## src/rtl/e203_exu_oitf_gen.sv

```systemverilog
// Outstanding-instruction-track FIFO: one entry per long-pipe dispatch,
// in-order retire at long-pipe writeback, RAW/WAW hazard detection against
// every live entry, occupancy reporting and single-cycle flush.
module e203_exu_oitf_gen #(
  parameter int DEPTH   = 2,
  parameter int ITAG_W  = 1,
  parameter int RFIDX_W = 5,
  parameter int PC_W    = 32
) (
  input  logic               clk,
  input  logic               rst_n,
  input  logic               dis_ena,
  output logic               dis_ready,
  input  logic               dis_rdwen,
  input  logic [RFIDX_W-1:0] dis_rdidx,
  input  logic [PC_W-1:0]    dis_pc,
  output logic [ITAG_W-1:0]  dis_ptr,
  input  logic               ret_ena,
  output logic [ITAG_W-1:0]  ret_ptr,
  output logic               ret_rdwen,
  output logic [RFIDX_W-1:0] ret_rdidx,
  output logic [PC_W-1:0]    ret_pc,
  input  logic               flush,
  input  logic               disp_i_rs1en,
  input  logic               disp_i_rs2en,
  input  logic               disp_i_rs3en,
  input  logic               disp_i_rdwen,
  input  logic [RFIDX_W-1:0] disp_i_rs1idx,
  input  logic [RFIDX_W-1:0] disp_i_rs2idx,
  input  logic [RFIDX_W-1:0] disp_i_rs3idx,
  input  logic [RFIDX_W-1:0] disp_i_rdidx,
  output logic               oitfrd_match_disprs1,
  output logic               oitfrd_match_disprs2,
  output logic               oitfrd_match_disprs3,
  output logic               oitfrd_match_disprd,
  output logic               oitf_empty,
  output logic               oitf_full,
  output logic [ITAG_W:0]    oitf_cnt
);

  // Per-entry state; payload (rdwen/rdidx/pc) is qualified by r_vld
  logic [DEPTH-1:0]              r_vld;
  logic [DEPTH-1:0]              r_rdwen;
  logic [DEPTH-1:0][RFIDX_W-1:0] r_rdidx;
  logic [DEPTH-1:0][PC_W-1:0]    r_pc;

  // Pointers carry the wrap flag in the MSB, so a plain +1 toggles it on wrap
  logic [ITAG_W:0] r_alc;
  logic [ITAG_W:0] r_ret;
  logic [ITAG_W:0] r_cnt;

  logic              w_empty;
  logic              w_full;
  logic              w_alc;
  logic              w_ret;
  logic [ITAG_W-1:0] w_alc_idx;
  logic [ITAG_W-1:0] w_ret_idx;
  logic [ITAG_W:0]   w_one;

  assign w_one     = {{ITAG_W{1'b0}}, 1'b1};
  assign w_alc_idx = r_alc[ITAG_W-1:0];
  assign w_ret_idx = r_ret[ITAG_W-1:0];
  assign w_empty   = (r_alc == r_ret);
  assign w_full    = (w_alc_idx == w_ret_idx) & (r_alc[ITAG_W] != r_ret[ITAG_W]);

  // Flush squashes both same-cycle allocation and retire
  assign w_alc = dis_ena & ~w_full & ~flush;
  assign w_ret = ret_ena & ~w_empty & ~flush;

  // Control state: valid bits, pointers and occupancy count
  always_ff @(posedge clk) begin
    if (!rst_n || flush) begin
      r_vld <= '0;
      r_alc <= '0;
      r_ret <= '0;
      r_cnt <= '0;
    end else begin
      // alc and ret can never target the same slot: equal indices mean empty or full
      for (int i = 0; i < DEPTH; i++) begin
        if (w_alc && (w_alc_idx == ITAG_W'(i))) r_vld[i] <= 1'b1;
        if (w_ret && (w_ret_idx == ITAG_W'(i))) r_vld[i] <= 1'b0;
      end
      if (w_alc) r_alc <= r_alc + w_one;
      if (w_ret) r_ret <= r_ret + w_one;
      case ({w_alc, w_ret})
        2'b10:   r_cnt <= r_cnt + w_one;
        2'b01:   r_cnt <= r_cnt - w_one;
        default: r_cnt <= r_cnt;
      endcase
    end
  end

  // Payload capture on allocation; deliberately not reset
  always_ff @(posedge clk) begin
    if (w_alc) begin
      r_rdwen[w_alc_idx] <= dis_rdwen;
      r_rdidx[w_alc_idx] <= dis_rdidx;
      r_pc[w_alc_idx]    <= dis_pc;
    end
  end

  assign dis_ready  = ~w_full;
  assign dis_ptr    = w_alc_idx;
  assign ret_ptr    = w_ret_idx;
  assign ret_rdwen  = ~w_empty & r_rdwen[w_ret_idx];
  assign ret_rdidx  = r_rdidx[w_ret_idx];
  assign ret_pc     = r_pc[w_ret_idx];
  assign oitf_empty = w_empty;
  assign oitf_full  = w_full;
  assign oitf_cnt   = r_cnt;

  // Per-entry hazard compare against the instruction currently in dispatch
  logic [DEPTH-1:0] w_hit_rs1, w_hit_rs2, w_hit_rs3, w_hit_rd;

  for (genvar g = 0; g < DEPTH; g++) begin : g_ent
    logic w_live;
    assign w_live       = r_vld[g] & r_rdwen[g];
    assign w_hit_rs1[g] = w_live & (r_rdidx[g] == disp_i_rs1idx);
    assign w_hit_rs2[g] = w_live & (r_rdidx[g] == disp_i_rs2idx);
    assign w_hit_rs3[g] = w_live & (r_rdidx[g] == disp_i_rs3idx);
    assign w_hit_rd[g]  = w_live & (r_rdidx[g] == disp_i_rdidx);
  end

  assign oitfrd_match_disprs1 = disp_i_rs1en & (|w_hit_rs1);
  assign oitfrd_match_disprs2 = disp_i_rs2en & (|w_hit_rs2);
  assign oitfrd_match_disprs3 = disp_i_rs3en & (|w_hit_rs3);
  assign oitfrd_match_disprd  = disp_i_rdwen & (|w_hit_rd);

endmodule
```

## config.mk

```make
export PLATFORM = sky130hd
export DESIGN_NAME = e203_exu_oitf_gen
export DESIGN_NICKNAME = d
export VERILOG_FILES = /design/src/rtl/e203_exu_oitf_gen.sv
export SDC_FILE = /design/constraint.sdc
export NUM_CORES = 1
export LEC_CHECK = 0
export BUFFER_PORTS_ARGS = -buffer_cell sky130_fd_sc_hd__buf_2
export CAP_MARGIN = 20
export CORE_MARGIN = 3
export CORE_UTILIZATION = 55
export CTS_CLUSTER_SIZE = 16
export DETAILED_ROUTE_END_ITERATION = 7
export GPL_ROUTABILITY_DRIVEN = 0
export PLACE_DENSITY = 0.95
export SYNTH_ARGS = -nofsm -noshare
export SYNTH_HDL_FRONTEND = slang
export SYNTH_SLANG_ARGS = --single-unit
export TNS_END_PERCENT = 10
```

## constraint.sdc

```tcl
create_clock -name clk -period 4.65 [get_ports clk]
set_clock_uncertainty 0.15 [all_clocks]
set_input_delay 0.93 -clock clk [delete_from_list [all_inputs] [get_ports clk]]
set_output_delay 0.93 -clock clk [all_outputs]
set_load 0.02 [all_outputs]
```

==> results.json <==
{
  "power.density_nw_per_um2": 330.1,
  "die_area_um2": 7733,
  "r2r_cells": 7,
  "worst_setup_path_end_kind": "output port",
  "cts_resized": 0,
  "syn_inst": 238,
  "synth_nets": 306,
  "post-cts-setup-buffer-count": 0,
  "dr_total_vias": 2375,
  "drt_wl_total_um": 7503,
  "viasPerCell": 5.485,
  "yosysMostFrequentCell": "edfxtp_1",
  "hpwl_um": 5117,
  "drtPass1Iterations": 4,
  "clock_path_buffers": 2,
  "clock.fmax_mhz": 360.4,
  "min_period_over_period_pct": 59.67,
  "routed-wl-met3_um": 551,
  "synth.top_cell.area_share_pct": 61.81,
  "fillers": 439,
  "cts_hold_buf": 0,
  "synth_top_area_cell": "edfxtp_1",
  "ys_seq_elements": 84,
  "worstSetupPathType": "input pin to output port",
  "synth_commonest_cells": "edfxtp_1, xnor2_1, mux2_2",
  "routed.top_layer": "met4",
  "r2r_end": "oitf_cnt[1]",
  "cts.sinks": 84,
  "final_util_pct": 70.60,
  "die_y_um": 87.94,
  "synth_edf_count": 76,
  "clk_pin_slew_ns": 0.08,
  "synthArstFlopShare_pct": 0,
  "fin_nets": 419,
  "die_w_um": 87.94,
  "start_util_pct": 57.49,
  "drt_iter0_markers": 131,
  "io_buffers": 115,
  "setup_violations": 0,
  "ys_types": 25,
  "cp-startpoint": "disp_i_rdidx[2]",
  "crit_path_start_kind": "input pin",
  "timing.reg2reg.setup_slack_ns": 2.35,
  "yosys_warnings": 0,
  "grt_max_degree": 48,
  "drive_gt1_share_pct": 48.60,
  "numCtsBuffers": 9,
  "grt_antenna_before_repair": 0,
  "grt_pass1_vias": 2480,
  "peakVddDrop_uv": 323.4,
  "tns_ns": 0,
  "avgSynthCellArea_um2": 15.51,
  "clk_latency_ns": 0.33,
  "rsz0062_at_grt": "false",
  "grt_pass1_wl_um": 11520,
  "reg2reg_from": "r_ret[0]",
  "cp.arrival_ns": 1.69,
  "ys.flop_type": "edfxtp_1",
  "synth_area_leaders": "edfxtp_1, mux2_2, xnor2_1",
  "wl_met2_um": 3882,
  "syn_area_um2": 3692,
  "ios": 116,
  "ctsHtreeMaxLevel": 3,
  "p_leak_nw": 1.668,
  "drt-wirelength-per-cell_um": 17.33,
  "slew_headroom_pct": 63.87,
  "cts_root_buf": "clkbuf_8",
  "cp.required_ns": 3.57,
  "grt.total_usage_pct": 19.91,
  "core_area_um2": 6422,
  "tritoncts": "done",
  "maxSlewViolCount": 0,
  "finalHoldViolations": 0,
  "min_path_type": "register to register",
  "fin_crit_ns": 2.775,
  "num_rows": 29,
  "drt-met1-wl_um": 3020,
  "status": "completed",
  "endpoint": "oitfrd_match_disprd",
  "area_growth_syn_to_layout_pct": 22.81,
  "yosysSeqAreaShare_pct": 66.15,
  "drc_errors": 0,
  "crit_fanout": 2,
  "grt.overflow.total": 0,
  "maxCapViolations": 0,
  "drtAntennaViolNets": 0,
  "worst_pin_slew_ns": 0.5419,
  "diodes": 0
}
==> worst min-delay path by stage <==
stage	to	cells past startpoint	slack, ns	startpoint
CTS	oitf_cnt[1]	2	0.36	oitf_cnt[1]
global route	oitf_cnt[1]	2	0.42	oitf_cnt[1]
detailed placement	oitf_cnt[1]	2	0.35	oitf_cnt[1]
finish	oitf_cnt[1]	2	0.36	oitf_cnt[1]
floorplan	r_alc[1]	2	0.34	r_alc[1]
global placement	oitf_cnt[1]	2	0.32	oitf_cnt[1]
==> cell families (layout without fill, tap and decap cells) <==
logic type,Yosys count,in the layout,share of synthesized area [%]
AOI/OAI and AO/OA,15,15,3.083
and+or+nand+nor,33,33,4.914
DFF,84,84,66.15
buffers and inverters,19,137,2.270
adders and majority gates,1,1,0.3388
xor gates and xnor gates,45,45,10.88
muxes,41,41,12.37
==> cell type report <==
cell class	count	area (um2)	share of cell area, %
flip-flops and latches	84	2444	53.89
multi-input cells	135	1181	26.05
repair buffers	118	610.6	13.47
clock buffers	10	127.6	2.815
well taps	77	96.34	2.125
clock inverters	6	63.81	1.407
inverters	3	11.26	0.2483
==> power by group <==
group          internal [mW]  total, mW  switching [mW]
clock network          0.248      0.493           0.244
registers              0.845      0.856          0.0115
logic                 0.0675      0.148          0.0802
==> flip-flops by register name, indices dropped and copies added (netlist names) <==
register  count
r_rdidx      10
r_pc         64
r_rdwen       2
oitf_cnt      2
r_vld         2
r_alc         2
r_ret         2
==> layer usage <==
layer,up-vias,GRT usage (%)
li1,1113,-
met1,1155,23.61
met2,101,35.34
met3,6,6.115
met4,0,5.021
met5,-,0
==> critical path, cell delays in order <==
cell	delay, ns
buf_2	0.12
xnor2_1	0.17
nand4_1	0.13
o22ai_1	0.15
buf_2	0.19
==> placed cells by master, fill, tap and decap left out, types with 2 or more instances in the layout <==
cell / Yosys / final
clkbuf_8: 0 / 9
dfxtp_1: 8 / 7
nor2_1: 5 / 5
nand2b_1: 4 / 4
xnor2_1: 42 / 42
mux2i_1: 4 / 4
o221a_1: 2 / 2
xor2_1: 2 / 2
nand2_1: 5 / 5
inv_1: 3 / 3
o21ai_0: 2 / 2
a21oi_1: 3 / 3
edfxtp_1: 76 / 76
buf_4: 2 / 2
buf_2: 4 / 115
o22ai_1: 4 / 4
a211oi_4: 0 / 2
mux2_2: 37 / 37
nand4_1: 17 / 17
==> per-stage QoR <==
stage,instance area (um2),std cells,power [mW],worst slack (ns),hold WS [ns]
CTS,4514,432,1.510,1.406,0.3633
finish,4534,433,1.497,1.875,0.3628
global placement,4323,416,1.014,1.844,0.3163
detailed placement,4323,416,1.020,1.796,0.3519
floorplan,3692,238,0.9532,1.219,0.3369
global route,4534,433,1.548,1.772,0.4180
Note: power is estimated with default switching activity, not from simulation.
